`src/rtl/sigma_timer.sv`:
```
// rtl/sigma_timer.sv - memory-mapped 32-bit timer/compare peripheral with level IRQ
//
// Purpose:
//   Timer/compare block on the core's external data bus. Decodes a 16-byte
//   register window at BASE_ADDR, counts prescaled clock ticks, and raises a
//   level interrupt on compare match. One-shot and periodic (auto-reload) modes.
//
// Register map (offset = addr[3:2]):
//   0 CTRL   [0] EN, [1] RELOAD, [2] IRQ_EN, other bits read 0
//   1 LIMIT  compare value (RW)
//   2 COUNT  current count (RW)
//   3 STATUS [0] MATCH, write-1-to-clear
//
// Ports:
//   clk_i         system clock
//   rst_i         synchronous active-high reset
//   bus_req_i     bus request
//   bus_we_i      1 = write, 0 = read
//   bus_addr_bi   byte address
//   bus_be_bi     byte enables for writes
//   bus_wdata_bi  write data
//   bus_ack_o     request accepted (combinational, only inside the window)
//   bus_resp_o    read data valid, one cycle after an accepted read
//   bus_rdata_bo  read data, zero whenever bus_resp_o is low
//   irq_o         timer interrupt, level (MATCH & IRQ_EN)

module sigma_timer #(
    parameter logic [31:0] BASE_ADDR = 32'h8000_0010,
    parameter int unsigned PRESC_DIV = 1
) (
    input  logic        clk_i,
    input  logic        rst_i,
    input  logic        bus_req_i,
    input  logic        bus_we_i,
    input  logic [31:0] bus_addr_bi,
    input  logic [3:0]  bus_be_bi,
    input  logic [31:0] bus_wdata_bi,
    output logic        bus_ack_o,
    output logic        bus_resp_o,
    output logic [31:0] bus_rdata_bo,
    output logic        irq_o
);

    localparam int unsigned   PW         = (PRESC_DIV > 1) ? $clog2(PRESC_DIV) : 1;
    localparam logic [PW-1:0] PRESC_LAST = PW'(PRESC_DIV - 1);

    localparam logic [1:0] REG_CTRL   = 2'd0;
    localparam logic [1:0] REG_LIMIT  = 2'd1;
    localparam logic [1:0] REG_COUNT  = 2'd2;
    localparam logic [1:0] REG_STATUS = 2'd3;

    // Architectural state
    logic          ctrl_en;
    logic          ctrl_reload;
    logic          ctrl_irq_en;
    logic [31:0]   limit_q;
    logic [31:0]   count_q;
    logic          match_q;
    logic [PW-1:0] presc_q;

    // Next-state values
    logic          ctrl_en_nx;
    logic          ctrl_reload_nx;
    logic          ctrl_irq_en_nx;
    logic [31:0]   limit_nx;
    logic [31:0]   count_nx;
    logic          match_nx;
    logic [PW-1:0] presc_nx;

    logic          hit;
    logic          wr_acc;
    logic          rd_acc;
    logic [1:0]    reg_sel;
    logic          tick;
    logic          cmp_hit;
    logic [31:0]   rd_mux;

    // Word-aligned access only; the low address bits carry no information.
    logic unused_addr_lsb;
    assign unused_addr_lsb = ^bus_addr_bi[1:0];

    function automatic logic [31:0] merge_bytes(
        input logic [31:0] old_v,
        input logic [31:0] new_v,
        input logic [3:0]  be
    );
        logic [31:0] r;
        r = old_v;
        for (int i = 0; i < 4; i++) begin
            if (be[i]) begin
                r[8*i +: 8] = new_v[8*i +: 8];
            end
        end
        return r;
    endfunction

    // Bus decode
    assign hit       = (bus_addr_bi[31:4] == BASE_ADDR[31:4]);
    assign bus_ack_o = bus_req_i & hit;
    assign wr_acc    = bus_ack_o & bus_we_i;
    assign rd_acc    = bus_ack_o & ~bus_we_i;
    assign reg_sel   = bus_addr_bi[3:2];

    // Tick and compare always use the pre-write register values.
    assign tick    = ctrl_en & (presc_q == PRESC_LAST);
    assign cmp_hit = (count_q == limit_q);

    always_comb begin
        rd_mux = 32'd0;
        case (reg_sel)
            REG_CTRL:   rd_mux = {29'd0, ctrl_irq_en, ctrl_reload, ctrl_en};
            REG_LIMIT:  rd_mux = limit_q;
            REG_COUNT:  rd_mux = count_q;
            REG_STATUS: rd_mux = {31'd0, match_q};
            default:    rd_mux = 32'd0;
        endcase
    end

    // Prescaler: free-runs only while enabled; disabling restarts it at 0.
    always_comb begin
        presc_nx = presc_q;
        if (!ctrl_en) begin
            presc_nx = '0;
        end else if (tick) begin
            presc_nx = '0;
        end else begin
            presc_nx = presc_q + 1'b1;
        end
    end

    // Register update. The tick result is computed first and the bus write is
    // layered on top, so written CTRL/COUNT bytes win over the tick. MATCH is
    // the opposite: the W1C clear is applied first and a same-cycle match wins.
    always_comb begin
        ctrl_en_nx     = ctrl_en;
        ctrl_reload_nx = ctrl_reload;
        ctrl_irq_en_nx = ctrl_irq_en;
        limit_nx       = limit_q;
        count_nx       = count_q;
        match_nx       = match_q;

        if (tick) begin
            if (cmp_hit) begin
                if (ctrl_reload) begin
                    count_nx = 32'd0;
                end else begin
                    ctrl_en_nx = 1'b0;
                end
            end else begin
                count_nx = count_q + 32'd1;
            end
        end

        if (wr_acc) begin
            case (reg_sel)
                REG_CTRL: begin
                    if (bus_be_bi[0]) begin
                        ctrl_en_nx     = bus_wdata_bi[0];
                        ctrl_reload_nx = bus_wdata_bi[1];
                        ctrl_irq_en_nx = bus_wdata_bi[2];
                    end
                end
                REG_LIMIT:  limit_nx = merge_bytes(limit_q, bus_wdata_bi, bus_be_bi);
                REG_COUNT:  count_nx = merge_bytes(count_nx, bus_wdata_bi, bus_be_bi);
                REG_STATUS: begin
                    if (bus_be_bi[0] && bus_wdata_bi[0]) begin
                        match_nx = 1'b0;
                    end
                end
                default: ;
            endcase
        end

        if (tick && cmp_hit) begin
            match_nx = 1'b1;
        end
    end

    always_ff @(posedge clk_i) begin
        if (rst_i) begin
            ctrl_en      <= 1'b0;
            ctrl_reload  <= 1'b0;
            ctrl_irq_en  <= 1'b0;
            limit_q      <= 32'd0;
            count_q      <= 32'd0;
            match_q      <= 1'b0;
            presc_q      <= '0;
            bus_resp_o   <= 1'b0;
            bus_rdata_bo <= 32'd0;
        end else begin
            ctrl_en      <= ctrl_en_nx;
            ctrl_reload  <= ctrl_reload_nx;
            ctrl_irq_en  <= ctrl_irq_en_nx;
            limit_q      <= limit_nx;
            count_q      <= count_nx;
            match_q      <= match_nx;
            presc_q      <= presc_nx;
            // Read data is captured at the accept edge and held only for the
            // single response cycle.
            bus_resp_o   <= rd_acc;
            bus_rdata_bo <= rd_acc ? rd_mux : 32'd0;
        end
    end

    // Both operands are flops, so there is no path from the bus to the IRQ.
    assign irq_o = match_q & ctrl_irq_en;

endmodule

```
`config.mk`:
```
export PLATFORM = sky130hd
export DESIGN_NAME = sigma_timer
export DESIGN_NICKNAME = d
export VERILOG_FILES = /design/src/rtl/sigma_timer.sv
export SDC_FILE = /design/constraint.sdc
export NUM_CORES = 1
export LEC_CHECK = 0
export CORE_MARGIN = 1.5
export CORE_UTILIZATION = 45
export CTS_BUF_LIST = sky130_fd_sc_hd__clkbuf_8
export CTS_CLUSTER_DIAMETER = 80
export DETAILED_ROUTE_END_ITERATION = 8
export HOLD_SLACK_MARGIN = 0.1
export PLACE_DENSITY = 0.75
export SYNTH_ARGS = -nofsm -noshare
export SYNTH_HDL_FRONTEND = slang
export SYNTH_SLANG_ARGS = --single-unit
export TNS_END_PERCENT = 20
```
`constraint.sdc`:
```
create_clock -name clk_i -period 3.27 [get_ports clk_i]
set_clock_uncertainty 0.1 [all_clocks]
set_input_delay 0.654 -clock clk_i [delete_from_list [all_inputs] [get_ports clk_i]]
set_output_delay 0.654 -clock clk_i [all_outputs]
set_load 0.05 [all_outputs]
```
==> results of run 1 <==
## placed cells by master (no fill, tap or decap), types with 7 or more instances in the layout
| cell type | n |
|---|---|
| a22oi_1 | 32 |
| nand4_1 | 12 |
| xor2_1 | 32 |
| o21ai_0 | 15 |
| nor4_1 | 20 |
| clkdlybuf4s50_1 | 102 |
| a311oi_1 | 7 |
| a221oi_1 | 9 |
| nand2_1 | 104 |
| clkbuf_8 | 12 |
| nor2_1 | 88 |
| buf_4 | 23 |
| nor3_1 | 13 |
| a211oi_1 | 15 |
| dfxtp_1 | 102 |
| a21oi_1 | 38 |
| mux2i_1 | 12 |
## layout make-up
type / count / area (µm²) / area share
clock inverter: 3 / 90.1 / 0.0135
multi-input combinational: 488 / 2930 / 0.439
timing repair buffer: 129 / 1250 / 0.187
clock buffer: 12 / 165 / 0.0247
inverter: 6 / 22.5 / 0.00337
tap: 143 / 179 / 0.0268
sequential: 102 / 2040 / 0.306
## power groups by stage
stage          Sequential (W)  Clock (W)  Combinational (W)
2_1_floorplan         0.00128          0          0.0000783
3_3_place_gp          0.00128          0           0.000206
5_1_grt               0.00125    0.00105           0.000223
3_5_place_dp          0.00128          0           0.000208
6_report              0.00125    0.00101           0.000210
4_1_cts               0.00125    0.00101           0.000208
## stage by stage
step                      cell area [µm²]  power, W  hold WS, ps  utilization
after floorplan                      5230   0.00136          353            -
after global placement               6420   0.00148          364        0.565
after detailed placement             6420   0.00149          371        0.565
after CTS                            6680   0.00247          384        0.587
after global routing                 6680   0.00253          403        0.587
final                                6680   0.00247          383        0.587
## worst reg2reg max path, cell delays in order, from the launching register on
cell and delay (ps):
dfxtp_1 520, xor2_1 210, nor4_1 510, nand4_1 180
or2_1 480, o21ai_1 340, buf_4 250, a22oi_1 130
a211oi_1 240
## logic make-up after synthesis
| kind of cell | count (synthesis) |
|---|---|
| AND/OR/NAND/NOR | 292 |
| AO/OA/AOI/OAI | 142 |
| flip-flops | 102 |
| buffers and inverters | 57 |
| XOR/XNOR | 32 |
| multiplexers | 20 |
| adder cells (fa/ha/maj) | 1 |
| other | 1 |
## state kept, by name, indices dropped and copies added (netlist names)
| name | flops |
|---|---|
| ctrl_en | 1 |
| ctrl_reload | 1 |
| limit_q | 32 |
| ctrl_irq_en | 1 |
| match_q | 1 |
| bus_rdata_bo | 32 |
| bus_resp_o | 1 |
| presc_q | 1 |
| count_q | 32 |
## layer usage
metal  vias up  global-route usage  wire length [µm]
li1       2471                   -                 -
met4         0               0.117               493
met1      2440               0.320              6470
met2       211               0.396              7130
met5         -                   0                 0
met3        33              0.0508              1120
## worst paths after layout
kind	start	endpoint	slack, ps
setup reg to reg	count_q[3]$_SDFF_PP0_	count_q[22]$_SDFF_PP0_	240
hold / removal	limit_q[18]$_SDFFE_PP0P_	limit_q[18]$_SDFFE_PP0P_	380
hold reg to reg	limit_q[18]$_SDFFE_PP0P_	limit_q[18]$_SDFFE_PP0P_	380
setup / recovery	bus_addr_bi[6]	bus_ack_o	60
## repair_timing
item	CTS	global route
resized for setup	0	1
endpoints found under the setup margin	0	1
hold buffers	0	0
buffers inserted	0	0
==> out/summary.txt, run 1 <==
startpoint types: input pin
largest net degree at the start of global routing: 41
final antenna diode count: 0
share of power burned in registers: 0.506
Final Hold Vio Count: 0
Yosys top cell area share: 0.390
Gate power share: 0.085
largest stage delay on the critical path: 540 ps
WL final: 15,200 µm
WS Path Type: input pin to output port
vias in the first global route: 4,842
Clock Power Share: 0.409
Syn Area/Cell: 8.09 µm²
die area: 12,300 µm²
io pins: 107
switching fraction of total power: 0.223
CTS tree: done
first-pass iteration count of the detailed router: 5
largest cells by area after synthesis: dfxtp_1, nand2_1, nor2_1, xor2_1, a22oi_1
htree depth: 3
Hold Crit Class: register to register
complex-gate fraction of the synthesized area: 0.187
Crit Path Max Fanout: 4
final std cells w/o fill: 883
Hold Path Depth: 2
arrival time at the worst endpoint: 2460 ps
GRT Overall Usage: 0.248
syn_nets: 720
Synth Cell Area: 5230 µm²
CTS Buf Count: 9
final-report setup violation count: 0
Main synth FF type: dfxtp_1
pre-CTS WS: 30.9 ps
leak pwr: 2.43 nW
gpl congestion: 0.931
Crit path max-delay family: simple AND/OR/NAND/NOR gates
fin worst setup slack: 55.8 ps
synth warn: 0
Psw: 0.000550 W
Worst-Skew Late Latency: 380 ps
# port buffers: 104
Nets: 809
area grow syn2layout: 27.7%
post-synthesis mux area share: 0.0423
power density cells: 370 nW/µm²
number of flops mapped to enable cells by yosys: 0
antenna-violating nets left: 0
fmax: 311 MHz
Synth cell types: 64
First DRT Iteration DRCs: 404
Via density: 5.84
fin crit period: 3210 ps
Die W: 111 µm
total negative slack: 0 ps
Initial Utilization: 0.460
Max Slew Vio Count: 0
nature of the critical path endpoint: output port
Worst R2R Path Depth: 8
site row count: 39
Slew headroom: 0.557
cell chain of the critical path: clkdlybuf4s50_1 > or4b_1 > or3_4 > nor3_4 > buf_6 > buf_12
top post-synthesis cells by count: nand2_1, dfxtp_1, nor2_1, a21oi_1, clkbuf_1
Die H: 111 µm
gate count of the mapped netlist: 647
number of placed instances with taps included: 868
drt drc: 0
main combinational cell family by area after synthesis: simple AND/OR/NAND/NOR gates
initial antenna violation count: 0
area leader, netlist: dfxtp_1
clock slew at reported path FFs: 90 ps
# fillers: 1,051
DR vias: 5,155
Tcrit/Tclk final: 0.983
Critical-path top delay cell: or4b_1
clock sinks: 102
internal power: 0.00192 W
GRT overflow: 0
unrepaired setup endpoints after global routing: no
max-cap viol count: 0
layout cells sized above 1: 0.100
Req. time, crit path: 2520 ps
DR WL/cell: 17.2 µm
first-pass GRT wire length: 24,400 µm
CORE AREA: 11,400 µm²
Crit path depth: 6
count leader, synth: nand2_1
Slew @ Worst Pin: 665 ps
#FFs+latches synth: 102
maximum VDD drop: 181 µV
asr flop ratio synth: 0
status: completed
Post-Synth Simple-Gate Area: 0.274
Adder-Cell Fraction of Synth Area: 0.00239
CTS root buf: clkbuf_8
HPWL Detailed: 11,100 µm
Seq/Total Area, Yosys: 0.390
Buf/Inv on CP: 3
Synth Area in XOR/XNOR: 0.0536
clock buffer depth: 2
(Power assumes the default switching activity.)
==> inputs of run 2 (changes only) <==
- CORE_MARGIN: 1.5 -> 3
- CTS_CLUSTER_SIZE: not set -> 25
==> out/summary.txt, run 2 (same netlist as run 1, synthesis figures left out) <==
Crit Path Max Fanout: 3 (-1)
status: completed
CTS tree: done
HPWL Detailed: 10,900 µm (-1.3%)
first-pass GRT wire length: 24,900 µm (+2.0%)
unrepaired setup endpoints after global routing: no
gpl congestion: 0.919 (-1.3%)
antenna-violating nets left: 0 (unchanged)
Req. time, crit path: 2520 ps (about the same)
met3 Use GR: 0.0515 (+0.000611)
drt drc: 0 (unchanged)
Via density: 5.90 (+1.1%)
CORE AREA: 11,100 µm² (-2.6%)
CTS Hold Bufs: 0 (unchanged)
biggest regs: bus_rdata_bo: 32 flops, count_q: 32 flops, limit_q: 32 flops
Max Slew Vio Count: 0 (unchanged)
arrival time at the worst endpoint: 2450 ps (about the same)
post-CTS setup buffers: 0 (unchanged)
clock sinks: 102 (unchanged)
initial antenna violation count: 0 (unchanged)
CTS Buf Count: 9 (unchanged)
final-report setup violation count: 0 (unchanged)
CTS root buf: clkbuf_8
gr busiest metal: met2
fin crit period: 3200 ps (-11.9 ps)
GRT overflow: 0 (unchanged)
maximum VDD drop: 248 µV (+36%)
power density cells: 366 nW/µm² (-1.1%)
leak pwr: 2.40 nW (-1.1%)
Sequential Area: 2040 µm² (unchanged)
Final Hold Vio Count: 0 (unchanged)
max-cap viol count: 0 (unchanged)
Slew headroom: 0.525 (-0.0321)
First DRT Iteration DRCs: 430 (+6.4%)
Die W: 114 µm (+2.7%)
WS Path Type: input pin to output port
clock buffer depth: 2 (unchanged)
DR WL/cell: 17.5 µm (+1.8%)
vias in the first global route: 5,012 (+3.5%)
multi-input logic area: 2930 µm² (+0.13%)
site row count: 38 (-2.6%)
clock slew at reported path FFs: 90 ps (about the same)
Hold Crit Class: register to register
Hold Worst Slack: 385 ps (+2.28 ps)
Worst-Skew Late Latency: 390 ps (about the same)
die area: 13,000 µm² (+5.5%)
largest net degree at the start of global routing: 37 (-9.8%)
startpoint types: input pin
first-pass iteration count of the detailed router: 6 (+1)
nature of the critical path endpoint: output port
Die H: 114 µm (+2.7%)
total negative slack: 0 ps (unchanged)
GRT Overall Usage: 0.239 (-0.00900)
met1 Resource Use GR: 0.321 (+0.000652)
# fillers: 1,037 (-1.3%)
Slew @ Worst Pin: 710 ps (+45.5 ps)
Initial Utilization: 0.472 (+0.0121)
io pins: 107 (unchanged)
Tcrit/Tclk final: 0.979 (-0.00365)
fmax: 312 MHz (+0.37%)
DR vias: 5,165 (+0.19%)
area grow syn2layout: 26.7%
final antenna diode count: 0 (unchanged)
htree depth: 3 (unchanged)
Finished Core Util: 0.598 (+0.0108)
WL final: 15,300 µm (+0.84%)
layout cells sized above 1: 0.0952 (-0.00476)
# port buffers: 104 (unchanged)
Nets: 803 (-0.74%)
met2 Resource Use GR: 0.387 (-0.00917)
most common library cell in the layout ignoring fill and taps: nand2_1
most frequent cells in the layout: nand2_1, dfxtp_1, clkdlybuf4s50_1
-- run 2: cell count changes in the layout (fill, tap and decap cells not counted), sizes merged --
cell / previous run / this run
clkbuf: 12 / 14
buf: 27 / 21
bufinv: 3 / 2
-- run 2: area by class of cell --
type	count	share of cell area
clock buffer	14	0.0291
clock inverter	2	0.00906
inverter	6	0.00340
multi-input combinational	488	0.443
sequential	102	0.308
tap	140	0.0264
timing repair buffer	123	0.181
-- run 2: layer usage --
| layer | part of all wire | up-vias |
|---|---|---|
| li1 | - | 2452 |
| met1 | 0.43 | 2407 |
| met2 | 0.46 | 285 |
| met3 | 0.094 | 21 |
| met4 | 0.017 | 0 |
| met5 | 0 | - |
-- run 2: power by group --
part	internal, W	switching [W]
Sequential	0.00124	0.00000504
Combinational	0.000106	0.000103
Clock	0.000536	0.000429
Total	0.00189	0.000538
-- run 2: worst paths after layout --
kind                            start                        to  slack (ps)  cells past startpoint
min reg2reg  limit_q[17]$_SDFFE_PP0P_  limit_q[17]$_SDFFE_PP0P_         390                      2
max                    bus_addr_bi[7]                 bus_ack_o          70                      6
min          limit_q[17]$_SDFFE_PP0P_  limit_q[17]$_SDFFE_PP0P_         390                      2
max reg2reg     count_q[3]$_SDFF_PP0_    count_q[22]$_SDFF_PP0_         360                      8
-- run 2: what timing repair did --
item,in CTS,in global routing
endpoints found under the setup margin,0,1
gates resized for setup,0,1
endpoints found under the hold margin,0,0
-- run 2: worst max-delay path, cell delays in order --
cell and delay, ps:
clkdlybuf4s50_1 410, or4b_4 540, or3_4 350, nor3_4 200, buf_4 160, buf_12 130
-- run 2: through the flow --
stage                     std cells  setup slack [ps]  power [W]  area [µm²]
after floorplan                 647               178    0.00136        5230
after global placement          859              66.8    0.00148        6370
after detailed placement        859              53.9    0.00148        6370
after CTS                       875              51.2    0.00243        6620
after global routing            875              12.8    0.00250        6630
final                           875              67.7    0.00242        6630
